===== src/rtl/clkdiv_ctrl.sv =====
`default_nettype none
// ============================================================================
// Module   : clkdiv_ctrl
// Brief    : Run-time mclk divider with start/stop control, a glitch-free
//            divisor update handshake, a one-cycle tick and a 50% square wave.
// Revision : 1.0 - initial release
// ============================================================================
module clkdiv_ctrl #(
    parameter int CNT_W   = 29,
    parameter int DEF_DIV = 2**26
) (
    input  logic             mclk,
    input  logic             clr,
    input  logic             start,
    input  logic             stop,
    input  logic             cfg_valid,
    input  logic [CNT_W-1:0] cfg_div,
    output logic             cfg_ready,
    output logic [CNT_W-1:0] div_cur,
    output logic             tick,
    output logic             clk_sq,
    output logic             running
);

    localparam logic [CNT_W-1:0] c_def_div = CNT_W'(DEF_DIV);
    localparam logic [CNT_W-1:0] c_one     = CNT_W'(1);

    typedef enum logic [1:0] {
        S_IDLE = 2'd0,
        S_RUN  = 2'd1,
        S_PEND = 2'd2
    } state_t;

    state_t           r_state;
    state_t           w_state_nxt;
    logic [CNT_W-1:0] r_cnt;
    logic [CNT_W-1:0] w_cnt_nxt;
    logic [CNT_W-1:0] r_div;
    logic [CNT_W-1:0] w_div_nxt;
    logic [CNT_W-1:0] r_pend;
    logic [CNT_W-1:0] w_pend_nxt;
    logic             r_tick;
    logic             w_tick_nxt;
    logic             r_sq;
    logic             w_sq_nxt;
    logic             r_run;

    logic             w_hs;
    logic [CNT_W-1:0] w_cfg_val;
    logic             w_wrap;

    assign cfg_ready = (r_state != S_PEND);
    assign w_hs      = cfg_valid && cfg_ready;
    assign w_cfg_val = (cfg_div == '0) ? c_one : cfg_div;
    assign w_wrap    = (r_cnt == (r_div - c_one));

    always_comb begin
        w_state_nxt = r_state;
        w_cnt_nxt   = r_cnt;
        w_div_nxt   = r_div;
        w_pend_nxt  = r_pend;
        w_tick_nxt  = 1'b0;
        w_sq_nxt    = r_sq;

        case (r_state)
            S_IDLE: begin
                w_cnt_nxt = '0;
                w_sq_nxt  = 1'b0;
                if (w_hs) begin
                    w_div_nxt = w_cfg_val;
                end
                if (start && !stop) begin
                    w_state_nxt = S_RUN;
                end
            end

            S_RUN, S_PEND: begin
                if (stop) begin
                    // Stop beats a coincident wrap: no tick, square wave parked low.
                    w_state_nxt = S_IDLE;
                    w_cnt_nxt   = '0;
                    w_sq_nxt    = 1'b0;
                    if (r_state == S_PEND) begin
                        w_div_nxt = r_pend;
                    end else if (w_hs) begin
                        w_div_nxt = w_cfg_val;
                    end
                end else begin
                    if (w_wrap) begin
                        w_cnt_nxt  = '0;
                        w_tick_nxt = 1'b1;
                        w_sq_nxt   = ~r_sq;
                        if (r_state == S_PEND) begin
                            w_div_nxt   = r_pend;
                            w_state_nxt = S_RUN;
                        end
                    end else begin
                        w_cnt_nxt = r_cnt + c_one;
                    end
                    if ((r_state == S_RUN) && w_hs) begin
                        w_pend_nxt  = w_cfg_val;
                        w_state_nxt = S_PEND;
                    end
                end
            end

            default: begin
                w_state_nxt = S_IDLE;
                w_cnt_nxt   = '0;
                w_sq_nxt    = 1'b0;
            end
        endcase
    end

    always_ff @(posedge mclk or posedge clr) begin
        if (clr) begin
            r_state <= S_IDLE;
            r_cnt   <= '0;
            r_div   <= c_def_div;
            r_pend  <= '0;
            r_tick  <= 1'b0;
            r_sq    <= 1'b0;
            r_run   <= 1'b0;
        end else begin
            r_state <= w_state_nxt;
            r_cnt   <= w_cnt_nxt;
            r_div   <= w_div_nxt;
            r_pend  <= w_pend_nxt;
            r_tick  <= w_tick_nxt;
            r_sq    <= w_sq_nxt;
            r_run   <= (w_state_nxt != S_IDLE);
        end
    end

    assign div_cur = r_div;
    assign tick    = r_tick;
    assign clk_sq  = r_sq;
    assign running = r_run;

endmodule
`default_nettype wire


===== config.mk =====
export PLATFORM = sky130hd
export DESIGN_NAME = clkdiv_ctrl
export DESIGN_NICKNAME = d
export VERILOG_FILES = /design/src/rtl/clkdiv_ctrl.sv
export SDC_FILE = /design/constraint.sdc
export NUM_CORES = 1
export LEC_CHECK = 0
export ABC_CLOCK_PERIOD_IN_PS = 8600
export CAP_MARGIN = 5
export CORE_MARGIN = 10
export CORE_UTILIZATION = 60
export CTS_CLUSTER_SIZE = 16
export DETAILED_ROUTE_END_ITERATION = 8
export PLACE_DENSITY = 0.9
export SETUP_SLACK_MARGIN = 0.3
export SLEW_MARGIN = 20
export SYNTH_ARGS = -nofsm -noshare
export SYNTH_HDL_FRONTEND = slang
export SYNTH_SLANG_ARGS = --single-unit
export TNS_END_PERCENT = 30

===== constraint.sdc =====
create_clock -name mclk -period 8.6 [get_ports mclk]
set_clock_uncertainty 0.05 [all_clocks]
set_input_delay 1.29 -clock mclk [delete_from_list [all_inputs] [get_ports mclk]]
set_output_delay 1.29 -clock mclk [all_outputs]
set_load 0.01 [all_outputs]

==> results of run 1 <==
==> flip-flops by register name (all words and copies together), names as in the netlist <==
name     flops
r_cnt       29
div_cur     29
r_pend      29
tick         1
clk_sq       1
r_state      2
running      1
==> metal layers <==
metal,track usage,up-vias,part of all wire
met1,0.263,2115,0.41
met3,0.0383,43,0.068
li1,-,1915,-
met4,0.0990,0,0.035
met2,0.339,205,0.49
met5,0,-,0
==> worst reg2reg max path: stages (launching register included) <==
cell and delay [ns]:
dfrtp_1 0.44, inv_1 0.11, ha_1 0.21, or3b_2 0.50, or3_1 0.47, or4_1 0.58
a2111oi_2 0.36, nand4_1 0.19, a2111oi_4 0.46, nand2_4 0.17, nand2_1 0.73, nor2_1 0.14
==> cell families after synthesis <==
logic type | after synthesis
xor+xnor | 66
fa+ha+maj | 6
buf+inv | 41
compound gates | 99
simple gates | 165
mux | 28
flops | 92
==> final timing paths <==
path / end / slack, ns / cells past startpoint / from
hold / removal: r_pend[26] / 0.47 / 1 / r_pend[26]
min in group asynchronous: clk_sq / 1.28 / 3 / clr
setup / recovery: r_cnt[0] / 4.02 / 11 / div_cur[0]
max in group asynchronous: r_cnt[9] / 6.57 / 4 / clr
hold reg to reg: r_pend[26] / 0.47 / 1 / r_pend[26]
setup reg to reg: r_cnt[0] / 4.02 / 11 / div_cur[0]
==> layout make-up <==
type | count | share of cell area
clock buffer | 10 | 0.0228
timing repair buffer | 71 | 0.119
inverter | 17 | 0.0108
multi-input combinational | 364 | 0.433
sequential | 92 | 0.382
tap | 105 | 0.0218
clock inverter | 6 | 0.0108
==> layout by cell type (no fill, tap or decap), drive strengths merged, types with 9 or more instances in the layout <==
master	count
dfrtp	91
clkdlybuf4s50	66
nor2	57
xor2	33
xnor2	33
o22ai	31
mux2	28
a2bb2oi	28
nand2	24
inv	20
nor3	15
nand3	14
nor4	11
clkbuf	10
and3	9
==> power groups by stage <==
stage / Clock [mW] / Sequential, mW / Combinational [mW]
floorplan: 0 / 0.748 / 0.574
global placement: 0 / 0.766 / 0.831
detailed placement: 0 / 0.770 / 0.868
CTS: 0.300 / 0.767 / 0.883
global route: 0.316 / 0.793 / 0.956
finish: 0.299 / 0.777 / 0.889
==> results.toml, run 1 <==
[yosys]
syn_avg_cell_area_um2 = 10.2
ys_warn_count = 0
synth.area.top_cells = "dfrtp_1, mux2_2, xnor2_1, xor2_1, nor2_1"
synth_ff_type = "dfrtp_1"
synth_area_um2 = 5090
synth_nets = 537
synth-compound-area-share = 0.158
synthTopCellsByCount = "dfrtp_1, nor2_1, xnor2_1, xor2_1, o22ai_1"
ys_ff_latch = 92
synth_fa_ha_area_frac = 0.0147
yosysMostFrequentCell = "dfrtp_1"
ys_seq_area_frac = 0.453
synth_top_area_share = 0.447
synthMuxAreaShare = 0.0619
yosysTopAreaCell = "dfrtp_1"
yosys.area_share.simple = 0.162
synth_xor_area_frac = 0.114
synth_cell_type_count = 52
synth_cells = 497
synth_top_family_by_area = "simple AND/OR/NAND/NOR gates"
synth-async-reset-ratio = 1.00
synth_edf_count = 0

[layout]
regArea_um2 = 2300
utilization = 0.734
multi_input_area_um2 = 2610
fin_nets = 595
layout-drive-gt1-share = 0.127
area_growth_pct = 18.6
antenna_cells = 0
final_cells = 665
fill_cells = 534
final_area_um2 = 6030

[clock_network]
clock_latency_ns = 0.38
cts_tree = "yes"
cts_buffer_depth = 2
holdBufCountCts = 0
clockRootBuffer = "clkbuf_8"
cts.sinks = 92
cts_resized = 0
clk_pin_slew_ns = 0.10
post-cts-setup-buffer-count = 0
cts_made_buffers = 9
htree_num_levels = 3

[floorplan]
coreArea_um2 = 8220
initial_core_util = 0.619
pin_count = 67
die_x_um = 112
dieArea_um2 = 12600
die_y_um = 112
rows = 33

[placement]
dpl_worst_slack_ns = 4.06
place_congestion = 0.921
dpl_cell_area_um2 = 5820
io_buffers = 66
hpwlAfterDp_um = 9370
placed_cells = 649

[timing]
rsz0062_at_grt = "no"
slew_viol_final = 0
fin_ws_ns = 4.02
worst_pin_slew_ns = 0.988
worst_hold_slack_ns = 0.472
post-route-min-period_ns = 4.58
slew_headroom = 0.340
hold_viol = 0
fin_crit_sh = 0.532
setup_viol = 0
fmax_mhz = 218
timing.setup.tns_ns = 0

[critical_path]
max_stage_delay_ns = 0.73
required_ns = 8.77
critical_path.cell_chain = "inv_1, ha_1, or3b_2, or3_1, or4_1, a2111oi_2, nand4_1, a2111oi_4, nand2_4, nand2_1, nor2_1"
critPathMaxFanout = 28
path_class = "register to register"
worstPathBufferInverterCount = 1
critical_path.slowest_cell = "nand2_1"
crit_arrival_ns = 4.75
cp-start-kind = "register"
cp_top_family = "simple AND/OR/NAND/NOR gates"
crit_path_end_kind = "register"

[power]
pwr-share-comb = 0.453
pwr_density_cell_nw_per_um2 = 326
leakagePower_nw = 2.38
p_clk_frac = 0.152
intPower_mw = 1.16
irDropWorstVdd_mv = 0.207
p_sw_frac = 0.410
pwr-share-seq = 0.395
switchingPower_mw = 0.806
finalPower_mw = 1.97

[detailed_routing]
firstDrtPassIters = 6
vias = 4278
drc = 0
routed_wl_um = 13400
final_antenna_net_count = 0
wire_per_inst_um = 20.2
vias_per_cell = 6.43
drt_iter0_drc = 309

[global_routing]
grt_max_degree = 56
grt_pass1_vias = 4284
gr-total-overflow = 0
grt_use_total = 0.209
grt_first_pass_wirelength_um = 22000
grt_antenna_before_repair = 0

[outcome]
outcome = "finished, final reports clean"

[job]
maxCapViolations = 0

[min_path]
hp-class = "register to register"
Power figures use the tool's default switching activity.
==> run 2, diff against run 1 <==
--- a/config.mk
+++ b/config.mk
@@ -5,13 +5,13 @@
 export SDC_FILE = /design/constraint.sdc
 export NUM_CORES = 1
 export LEC_CHECK = 0
-export ABC_CLOCK_PERIOD_IN_PS = 8600
+export ABC_CLOCK_PERIOD_IN_PS = 3800
 export CAP_MARGIN = 5
 export CORE_MARGIN = 10
-export CORE_UTILIZATION = 60
+export CORE_UTILIZATION = 50
 export CTS_CLUSTER_SIZE = 16
 export DETAILED_ROUTE_END_ITERATION = 8
-export PLACE_DENSITY = 0.9
+export PLACE_DENSITY = 0.8
 export SETUP_SLACK_MARGIN = 0.3
 export SLEW_MARGIN = 20
 export SYNTH_ARGS = -nofsm -noshare
==> constraint.sdc (replaced) <==
create_clock -name mclk -period 3.8 [get_ports mclk]
set_clock_uncertainty 0.05 [all_clocks]
set_input_delay 0.57 -clock mclk [delete_from_list [all_inputs] [get_ports mclk]]
set_output_delay 0.57 -clock mclk [all_outputs]
set_load 0.01 [all_outputs]
==> results.toml, run 2 (same netlist as run 1, synthesis figures left out) <==
[outcome]
outcome = "finished, final reports clean"

[layout]
layout-drive-gt1-share = 0.216
final_common_cell = "dfrtp_1"
area_growth_pct = 28.5
final_cells = 726
fin_nets = 628
antenna_cells = 0
utilization = 0.663
layout_common_cells = "dfrtp_1, clkdlybuf4s50_1, nor2_1"
final_area_um2 = 6540
fill_cells = 703

[power]
irDropWorstVdd_mv = 0.406
pwr_density_cell_nw_per_um2 = 766
intPower_mw = 3.03
pwr-share-comb = 0.522
p_sw_frac = 0.395
switchingPower_mw = 1.98
pwr-share-seq = 0.336
leakagePower_nw = 2.59
p_clk_frac = 0.142

[placement]
placed_cells = 692
hpwlAfterDp_um = 9650
dpl_cell_area_um2 = 6000
io_buffers = 66
dpl_worst_slack_ns = 0.0694
place_congestion = 0.948

[critical_path]
critPathMaxFanout = 14
path_class = "register to register"
critical_path.slowest_cell = "or4_4"
cp_top_family = "simple AND/OR/NAND/NOR gates"
required_ns = 4.06
critical_path.cell_chain = "inv_2, ha_2, or3b_4, or3_4, or4_4, a2111oi_4, nand4_1, a2111oi_4, nand2_4, o31ai_4, bufbuf_16, a2bb2oi_1"
crit_arrival_ns = 4.04
cp-start-kind = "register"
worstPathBufferInverterCount = 2
crit_top_cell = "a2111oi_4"
max_stage_delay_ns = 0.51
crit_path_end_kind = "register"

[global_routing]
grt_use_total = 0.188
grt_pass1_vias = 4372
gr-total-overflow = 0
grt_first_pass_wirelength_um = 22400
grt_max_degree = 48
grt_antenna_before_repair = 0

[timing]
fmax_mhz = 264
fin_crit_sh = 0.996
hold_viol = 0
setup_viol = 0
rsz0062_at_grt = "yes"
post-route-min-period_ns = 3.79
slew_viol_final = 0
fin_ws_ns = 0.0148
worst_pin_slew_ns = 1.04
slew_headroom = 0.302

[detailed_routing]
wire_per_inst_um = 19.4
routed_wl_um = 14100
final_antenna_net_count = 0
vias = 4302
drc = 0
firstDrtPassIters = 5
vias_per_cell = 5.93
drt_iter0_drc = 289

[clock_network]
holdBufCountCts = 0
cts.sinks = 92
cts_tree = "yes"
clockRootBuffer = "clkbuf_8"
cts_made_buffers = 9
htree_num_levels = 3
clk_pin_slew_ns = 0.11
cts_buffer_depth = 2
clock_latency_ns = 0.39

[floorplan]
coreArea_um2 = 9860
dieArea_um2 = 14600
pin_count = 67
die_x_um = 121
rows = 36
die_y_um = 121
initial_core_util = 0.516

[job]
maxCapViolations = 0

[min_path]
hp-class = "register to register"
==> run 2: final cells by class <==
| cell class | count | area (um^2) | area share |
|---|---|---|---|
| clock buffer | 9 | 124 | 0.0189 |
| clock inverter | 7 | 80.1 | 0.0122 |
| inverter | 17 | 65.1 | 0.00994 |
| multi-input combinational | 364 | 2750 | 0.420 |
| sequential | 92 | 2300 | 0.352 |
| tap | 133 | 166 | 0.0254 |
| timing repair buffer | 104 | 1050 | 0.161 |
==> run 2: worst register-to-register path: cells and delay by family (launching register included) <==
kind            cells  cell delay (ns)
fa+ha+maj           1             0.16
buf+inv             2             0.41
flops               1             0.40
compound gates      4             1.11
simple gates        5             1.57
==> run 2: routing by layer <==
layer  global-route usage  vias up  wire [um]
met5                    0        -          0
met4               0.0845        0        339
met3               0.0358       28        752
met2                0.304      153       7030
met1                0.237     2138       5980
li1                     -     1983          -
==> run 2: worst paths after layout <==
check / from / endpoint / slack, ns / cells past startpoint
worst min register to register: r_pend[17] / r_pend[17] / 0.47 / 1
min in group asynchronous: clr / r_pend[6] / 0.57 / 2
max in group asynchronous: clr / div_cur[26] / 2.37 / 3
worst max-delay path: div_cur[0] / div_cur[20] / 0.01 / 12
worst max register to register: div_cur[0] / div_cur[20] / 0.01 / 12
worst min-delay path: r_pend[17] / r_pend[17] / 0.47 / 1
==> run 2: power by group through the flow <==
stage	Clock, mW	Combinational (mW)	Sequential, mW
floorplan	0	1.32	1.69
global placement	0	2.12	1.65
detailed placement	0	2.20	1.67
CTS	0.704	2.41	1.66
global route	0.751	2.78	1.73
finish	0.712	2.62	1.69
==> run 2: stage by stage <==
step                TNS [ns]  total power, mW  hold slack, ns
finish                     0             5.01           0.468
global route          -0.664             5.25           0.486
CTS                        0             4.77           0.468
detailed placement         0             3.87           0.445
global placement           0             3.78           0.439
floorplan                  0             3.01           0.431
==> run 2: timing repair <==
action / 4_1_cts / 5_1_grt
cloned: 4 / 1
setup buffers: 9 / 4
setup endpoints to repair: 58 / 60
pin swaps: 7 / 9
gates resized for setup: 16 / 22
